## src/rtl/vfx_pkg.sv

```systemverilog
// Shared definitions for the video effects path: filter mode encoding,
// pixel width and the button debouncer state encoding.
package vfx_pkg;

  typedef enum logic [1:0] {
    MODE_PASS   = 2'd0,
    MODE_INVERT = 2'd1,
    MODE_GRAY   = 2'd2,
    MODE_THRESH = 2'd3
  } filter_mode_e;

  localparam int NUM_FILTER_MODES = 4;
  localparam int PIXEL_W          = 12;

  typedef enum logic [1:0] {
    DB_IDLE      = 2'd0,
    DB_PRESS_CNT = 2'd1,
    DB_HELD      = 2'd2,
    DB_REL_CNT   = 2'd3
  } db_state_e;

endpackage

```

## src/rtl/filter_mode_scheduler_if.sv

```systemverilog
// Control bundle between the board inputs / frame timing and the mode
// scheduler. The master side drives button, auto enable and start-of-frame;
// the slave side (the scheduler) returns the committed and pending modes.
interface filter_mode_scheduler_if #(
  parameter int NUM_MODES = 4,
  parameter int MW        = $clog2(NUM_MODES)
) ();

  logic                 btn_next;
  logic                 auto_en;
  logic                 sof;
  logic [MW-1:0]        mode_active;
  logic [MW-1:0]        mode_pending;
  logic [NUM_MODES-1:0] filter_sel;
  logic                 mode_changed;

  modport master (
    output btn_next, auto_en, sof,
    input  mode_active, mode_pending, filter_sel, mode_changed
  );

  modport slave (
    input  btn_next, auto_en, sof,
    output mode_active, mode_pending, filter_sel, mode_changed
  );

endinterface

```

## src/rtl/button_debouncer.sv

```systemverilog
// Four-state button debouncer. A press is accepted after DEBOUNCE_CYCLES
// consecutive high samples and produces a single registered press_evt;
// the button must then be seen low for DEBOUNCE_CYCLES samples before
// another press can start, so holding or glitching never auto-repeats.
module button_debouncer
  import vfx_pkg::*;
#(
  parameter int DEBOUNCE_CYCLES = 500000
) (
  input  logic clk,
  input  logic reset,
  input  logic i_btn,
  output logic o_press_evt
);

  localparam int            CW   = $clog2(DEBOUNCE_CYCLES + 1);
  localparam logic [CW-1:0] LAST = CW'(DEBOUNCE_CYCLES - 1);

  db_state_e     r_state;
  db_state_e     w_state_nxt;
  logic [CW-1:0] r_cnt;
  logic [CW-1:0] w_cnt_nxt;
  logic          r_press_evt;
  logic          w_press_nxt;

  // Next-state logic: the counter holds how many consecutive samples of the
  // level being qualified have been seen, including the one that left IDLE/HELD.
  always_comb begin
    w_state_nxt = r_state;
    w_cnt_nxt   = r_cnt;
    w_press_nxt = 1'b0;
    case (r_state)
      DB_IDLE: begin
        if (i_btn) begin
          w_state_nxt = DB_PRESS_CNT;
          w_cnt_nxt   = CW'(1);
        end
      end
      DB_PRESS_CNT: begin
        if (!i_btn) begin
          w_state_nxt = DB_IDLE;
          w_cnt_nxt   = '0;
        end else if (r_cnt == LAST) begin
          w_state_nxt = DB_HELD;
          w_cnt_nxt   = '0;
          w_press_nxt = 1'b1;
        end else begin
          w_cnt_nxt = r_cnt + 1'b1;
        end
      end
      DB_HELD: begin
        if (!i_btn) begin
          w_state_nxt = DB_REL_CNT;
          w_cnt_nxt   = CW'(1);
        end
      end
      DB_REL_CNT: begin
        if (i_btn) begin
          w_state_nxt = DB_HELD;
          w_cnt_nxt   = '0;
        end else if (r_cnt == LAST) begin
          w_state_nxt = DB_IDLE;
          w_cnt_nxt   = '0;
        end else begin
          w_cnt_nxt = r_cnt + 1'b1;
        end
      end
      default: begin
        w_state_nxt = DB_IDLE;
        w_cnt_nxt   = '0;
      end
    endcase
  end

  // State, counter and the one-cycle press event register.
  always_ff @(posedge clk) begin
    if (reset) begin
      r_state     <= DB_IDLE;
      r_cnt       <= '0;
      r_press_evt <= 1'b0;
    end else begin
      r_state     <= w_state_nxt;
      r_cnt       <= w_cnt_nxt;
      r_press_evt <= w_press_nxt;
    end
  end

  assign o_press_evt = r_press_evt;

endmodule

```

## src/rtl/filter_mode_scheduler.sv

```systemverilog
// Chooses which pixel filter drives the video path. Button presses and the
// auto-cycle timer only move the pending mode; the active mode follows it
// exclusively on start-of-frame so a frame is never split between filters.
module filter_mode_scheduler
  import vfx_pkg::*;
#(
  parameter int NUM_MODES       = NUM_FILTER_MODES,
  parameter int DEBOUNCE_CYCLES = 500000,
  parameter int AUTO_FRAMES     = 60,
  parameter int MW              = $clog2(NUM_MODES)
) (
  input logic clk,
  input logic reset,
  filter_mode_scheduler_if.slave bus
);

  localparam int             FCW        = (AUTO_FRAMES > 1) ? $clog2(AUTO_FRAMES) : 1;
  localparam logic [MW-1:0]  LAST_MODE  = MW'(NUM_MODES - 1);
  localparam logic [FCW-1:0] LAST_FRAME = FCW'(AUTO_FRAMES - 1);

  logic [MW-1:0]        r_mode_active;
  logic [MW-1:0]        r_mode_pending;
  logic [FCW-1:0]       r_frame_cnt;
  logic                 r_mode_changed;
  logic                 w_press_evt;
  logic [MW-1:0]        w_pending_inc;
  logic [MW-1:0]        w_active_inc;
  logic                 w_auto_fire;
  logic [MW-1:0]        w_next_pending;
  logic [NUM_MODES-1:0] w_filter_sel;

  button_debouncer #(
    .DEBOUNCE_CYCLES(DEBOUNCE_CYCLES)
  ) u_debouncer (
    .clk        (clk),
    .reset      (reset),
    .i_btn      (bus.btn_next),
    .o_press_evt(w_press_evt)
  );

  // Mode arithmetic wraps explicitly at NUM_MODES-1 so non-power-of-two
  // mode counts never reach an unused index. A manual press outranks the
  // auto trigger, and auto only advances when nothing is already queued.
  always_comb begin
    w_pending_inc  = (r_mode_pending == LAST_MODE) ? '0 : r_mode_pending + 1'b1;
    w_active_inc   = (r_mode_active == LAST_MODE) ? '0 : r_mode_active + 1'b1;
    w_auto_fire    = bus.auto_en && bus.sof && (r_frame_cnt == LAST_FRAME);
    w_next_pending = r_mode_pending;
    if (w_press_evt) begin
      w_next_pending = w_pending_inc;
    end else if (w_auto_fire && (r_mode_pending == r_mode_active)) begin
      w_next_pending = w_active_inc;
    end
  end

  // Pending/active mode registers; the commit and the change pulse happen
  // on the edge that samples sof.
  always_ff @(posedge clk) begin
    if (reset) begin
      r_mode_active  <= '0;
      r_mode_pending <= '0;
      r_mode_changed <= 1'b0;
    end else if (bus.sof) begin
      r_mode_active  <= w_next_pending;
      r_mode_pending <= w_next_pending;
      r_mode_changed <= (w_next_pending != r_mode_active);
    end else begin
      r_mode_changed <= 1'b0;
      if (w_press_evt) begin
        r_mode_pending <= w_pending_inc;
      end
    end
  end

  // Auto-cycle frame counter: idle at zero while auto is off, restarted by
  // a manual press, wrapping after AUTO_FRAMES start-of-frame pulses.
  always_ff @(posedge clk) begin
    if (reset || !bus.auto_en || w_press_evt) begin
      r_frame_cnt <= '0;
    end else if (bus.sof) begin
      r_frame_cnt <= (r_frame_cnt == LAST_FRAME) ? '0 : r_frame_cnt + 1'b1;
    end
  end

  // One-hot decode of the active mode feeding the filter output mux.
  always_comb begin
    w_filter_sel = '0;
    for (int i = 0; i < NUM_MODES; i++) begin
      w_filter_sel[i] = (r_mode_active == MW'(i));
    end
  end

  assign bus.mode_active  = r_mode_active;
  assign bus.mode_pending = r_mode_pending;
  assign bus.filter_sel   = w_filter_sel;
  assign bus.mode_changed = r_mode_changed;

endmodule

```

## src/flat_wrapper.sv

```systemverilog
// flat-port wrapper written by rule: the top's interface ports become plain ports
module filter_mode_scheduler_flat import vfx_pkg::*;
#(
  parameter int NUM_MODES       = NUM_FILTER_MODES,
  parameter int DEBOUNCE_CYCLES = 500000,
  parameter int AUTO_FRAMES     = 60,
  parameter int MW              = $clog2(NUM_MODES)
)
  (clk, reset, bus_btn_next, bus_auto_en, bus_sof, bus_mode_active, bus_mode_pending, bus_filter_sel, bus_mode_changed);
  filter_mode_scheduler_if #(.NUM_MODES(NUM_MODES), .MW(MW)) bus_i ();
  input logic clk;
  input logic reset;
  input wire logic [$bits(bus_i.btn_next)-1:0] bus_btn_next;
  input wire logic [$bits(bus_i.auto_en)-1:0] bus_auto_en;
  input wire logic [$bits(bus_i.sof)-1:0] bus_sof;
  output wire logic [$bits(bus_i.mode_active)-1:0] bus_mode_active;
  output wire logic [$bits(bus_i.mode_pending)-1:0] bus_mode_pending;
  output wire logic [$bits(bus_i.filter_sel)-1:0] bus_filter_sel;
  output wire logic [$bits(bus_i.mode_changed)-1:0] bus_mode_changed;
  assign bus_i.btn_next = bus_btn_next;
  assign bus_i.auto_en = bus_auto_en;
  assign bus_i.sof = bus_sof;
  assign bus_mode_active = bus_i.mode_active;
  assign bus_mode_pending = bus_i.mode_pending;
  assign bus_filter_sel = bus_i.filter_sel;
  assign bus_mode_changed = bus_i.mode_changed;
  filter_mode_scheduler #(.NUM_MODES(NUM_MODES), .DEBOUNCE_CYCLES(DEBOUNCE_CYCLES), .AUTO_FRAMES(AUTO_FRAMES), .MW(MW)) u_core (.clk(clk), .reset(reset), .bus(bus_i));
endmodule
```

## config.mk

```make
export PLATFORM = sky130hd
export DESIGN_NAME = filter_mode_scheduler_flat
export DESIGN_NICKNAME = d
export VERILOG_FILES = /design/src/rtl/vfx_pkg.sv /design/src/rtl/filter_mode_scheduler_if.sv /design/src/rtl/button_debouncer.sv /design/src/rtl/filter_mode_scheduler.sv /design/src/flat_wrapper.sv
export SDC_FILE = /design/constraint.sdc
export NUM_CORES = 1
export LEC_CHECK = 0
export BUFFER_PORTS_ARGS = -buffer_cell sky130_fd_sc_hd__buf_2
export CAP_MARGIN = 15
export CORE_MARGIN = 3
export CORE_UTILIZATION = 30
export CTS_CLUSTER_SIZE = 28
export DETAILED_ROUTE_END_ITERATION = 10
export GPL_TIMING_DRIVEN = 0
export HOLD_SLACK_MARGIN = 0.1
export SYNTH_ARGS = -nofsm -noshare
export SYNTH_HDL_FRONTEND = slang
export SYNTH_SLANG_ARGS = --single-unit
export TNS_END_PERCENT = 50
```

## constraint.sdc

```tcl
create_clock -name clk -period 1.9 [get_ports clk]
set_clock_uncertainty 0.05 [all_clocks]
set_input_delay 0.38 -clock clk [delete_from_list [all_inputs] [get_ports clk]]
set_output_delay 0.38 -clock clk [all_outputs]
set_load 0.005 [all_outputs]
```

==> results.md <==
- Status: finished clean
- Layout cells sized above 1: between 20% and 30%
- Clk network pwr share: approximately 40%
- Root buffer cell: clkbuf_8
- Top-count cell post-synth: dfxtp_1
- H-tree Lvls: 2
- Worst-path clk slew: approximately 0.06 ns
- Worst slew pin tran: between 0.9 and 1 ns
- Critical R2R Launch: u_core.r_frame_cnt[2]
- Vias in the first global route: ~1,300
- Power Density: roughly 640 mW/mm^2
- Sw power: 0.347 mW
- Crit Reg-Reg Endpoint: u_core.bus.mode_changed
- WP buf/inv: 0
- Grt ovf: 0
- Relative slew slack: 36.5%
- Tmin final: 1.89 ns
- Starting DRT DRC Count: between 90 and 100
- IO Pins: 14
- Layout Nets: around 250
- Most common library cells after synthesis: dfxtp_1, nand2_1, nor2_1, nand3_1, a21oi_1
- Initial antenna violation count: 0
- Setup Viol. Count Final: 0
- CP required: approximately 2 ns
- Register bit total from synthesis: 33
- FILL cells: 586
- Largest family of logic cells by synthesized area: simple AND/OR/NAND/NOR gates
- Core Box Area: around 0.0056 sq mm
- Pint: 1.08 mW
- Vias post-DR: ~1,600
- Worst R2R Path Depth: 5
- Pre-antenna DRT Iters: 4
- Syn Area/Cell: about 8.4 sq um
- Clock latency at the later pin of the worst-skew pair: about 0.28 ns
- CTS Sinks: 33
- Setup TNS Final: 0 ns
- RSZ-0062 raised after global routing: true
- Worst Path Max Fanout: 6
- CP Capture Type: register
- Hold EP: u_core.bus.mode_active[0]
- Max Transition Viols Final: 0
- HP Class: primary input to register
- Combinational share of power: between 8 and 9%
- Max_cap viols: 0
- Fmax: 530 MHz
- Kind of critical path: register to register
- Worst path depth: 5
- Xor and xnor fraction of the mapped netlist area: roughly 4.4%
- Synth Flop Type: dfxtp_1
- Fin util: 39.8%
- Final hold vios: 0
- GRT Resource Usage Total: 11.2%
- Crit path DAT: 2.03 ns
- Chip Width: ~83 um
- Global-route wire length before repair: between 6000 and 7000 um
- GP Congestion: around 0.81
- Core Rows: 27
- Syn Inst Count: around 210
- Final Instance Area: 0.00223 sq mm
- Register area share after synthesis: between 30% and 40%
- Synth warnings: 0
- Die area: 0.00688 sq mm
- TritonCTS buffer count: 5
- Pwr Total: approximately 1.4 mW
- Die span in y: just over 80 um
- Switching share of power: 24.3%
- Clock Path Buffers: 2
- Largest area contributor in the netlist: dfxtp_1
- Diode count: 0
- Mux share of post-synthesis cell area: 2.26%
- Yosys cell types: 47
- Vias/cell: ~5.2
- Final Cycle Share: between 90 and 100%
- Lkg Pwr: 0.830 nW
- Wirelength per Cell: 12.6 um
- Worst-case vdd ir drop: around 560 uV
- HP Start: bus_sof
- Initial Util: around a third
- Cell Chain, Critical Path: and4b_2 -> nand2_4 -> o211a_1 -> or4_1 -> a311oi_2
- Worst path max stage delay: between 0.4 and 0.5 ns
- Synth Area in Compound Gates: approximately a fifth
- Post-DRT Antenna Nets: 0
- Drc violations: 0
- Synth async-reset ratio: 0%
- Synth top area cells: dfxtp_1, ha_1, nand2_1
- Dpl cell area: roughly 0.0019 sq mm
- # port buffers: 12
- Final wirelength: approximately 4000 um
- CTS tree: yes
- Synth top area share: 37.2%
- Slowest cell on crit path: or4_1
- Number of synthesized flops with an enable pin: 0
- CP top delay family: simple AND/OR/NAND/NOR gates
- Worst reg2reg setup slack: 0.01 ns
- Cts hold-fix bufs: 0
- Synth Area in Simple Gates: about 28%
- Reg power frac: between 50% and 60%
- Mapped Area: 0.00178 sq mm
- Pin count of the biggest net entering global routing: 11
- Hold Crit Depth: 2
- Syn_nets: roughly 220
- Hpwl dp: about 2700 um
- Layout area overhead: 25.7%
- Hold WS: 0.277 ns
- Crit start category: register
- Synth Area in Adders: 4.93%
flip-flops by register name, summed over array words and instances (netlist names), named ones only:
register and cells:
u_core.u_debouncer.r_state 1, u_core.r_frame_cnt 6, u_core.u_debouncer.o_press_evt 1, u_core.u_debouncer.r_cnt 19, u_core.bus.mode_active 2, u_core.bus.mode_changed 1, u_core.bus.mode_pending 2
through the flow:
| stage | setup slack, ns | std cells |
|---|---|---|
| floorplan | 0.0537 | 211 |
| global placement | -0.250 | 295 |
| detailed placement | -0.206 | 295 |
| CTS | 0.00188 | 305 |
| global route | -0.0372 | 314 |
| finish | 0.0148 | 314 |
power by group through the flow:
stage                     Clock, mW  Combinational, mW  Sequential, mW
after CTS                     0.594              0.127           0.717
after global routing          0.626              0.144           0.727
final                         0.576              0.128           0.724
after detailed placement          0              0.122           0.732
after global placement            0              0.122           0.732
after floorplan                   0             0.0882           0.730
how the worst max path moves through the flow:
stage,end,start
2_1_floorplan,u_core.bus.mode_changed,u_core.r_frame_cnt[0]
3_3_place_gp,u_core.u_debouncer.r_cnt[15],bus_btn_next
3_5_place_dp,u_core.u_debouncer.r_cnt[16],u_core.u_debouncer.r_cnt[0]
4_1_cts,u_core.u_debouncer.r_cnt[15],u_core.u_debouncer.r_cnt[0]
5_1_grt,u_core.bus.mode_changed,u_core.r_frame_cnt[2]
6_report,u_core.bus.mode_changed,u_core.r_frame_cnt[2]
kinds of logic after synthesis:
| group | Yosys count |
|---|---|
| buffers and inverters | 14 |
| xor gates and xnor gates | 9 |
| and+or+nand+nor | 91 |
| muxes | 4 |
| DFF | 33 |
| AOI/OAI and AO/OA | 53 |
| adders and majority gates | 7 |
cell usage in the layout, fill, tap and decap left out, drive strengths merged, types with 5 or more instances in the layout:
| cell | instances |
|---|---|
| dfxtp | 33 |
| inv | 9 |
| nand4 | 5 |
| nand3 | 15 |
| clkbuf | 8 |
| buf | 27 |
| nand2 | 22 |
| a21oi | 14 |
| a21o | 6 |
| o21ai | 6 |
| ha | 7 |
| nor3 | 8 |
| nor2 | 17 |
| nor4 | 6 |
| xnor2 | 5 |
| a31oi | 8 |
final cells by class:
| class | count | area [sq um] | area share [%] |
|---|---|---|---|
| multi-input combinational | 164 | 1140 | 51.3 |
| timing repair buffer | 24 | 150 | 6.73 |
| buffer | 4 | 30.0 | 1.35 |
| tap | 72 | 90.1 | 4.04 |
| clock buffer | 7 | 96.3 | 4.32 |
| clock inverter | 1 | 5.00 | 0.224 |
| sequential | 33 | 682 | 30.5 |
| inverter | 9 | 33.8 | 1.51 |
what timing repair did:
action / CTS / global route
gates resized for setup: 12 / 22
endpoints found under the setup margin: 15 / 15
setup buffers: 2 / 10
hold endpoints to repair: 0 / 0
pin swaps: 4 / 8
gates cloned: 0 / 0
per-layer routing:
layer / vias to the layer above / part of all wire [%] / wire, um / global-route usage (%)
met5: - / 0 / 0 / 0
li1: 835 / - / - / -
met3: 5 / 3.6 / 142 / 2.98
met4: 0 / 1.5 / 58 / 4.61
met1: 776 / 49 / 1950 / 15.5
met2: 26 / 46 / 1800 / 16.4
Note: power is estimated with default switching activity, not from simulation.
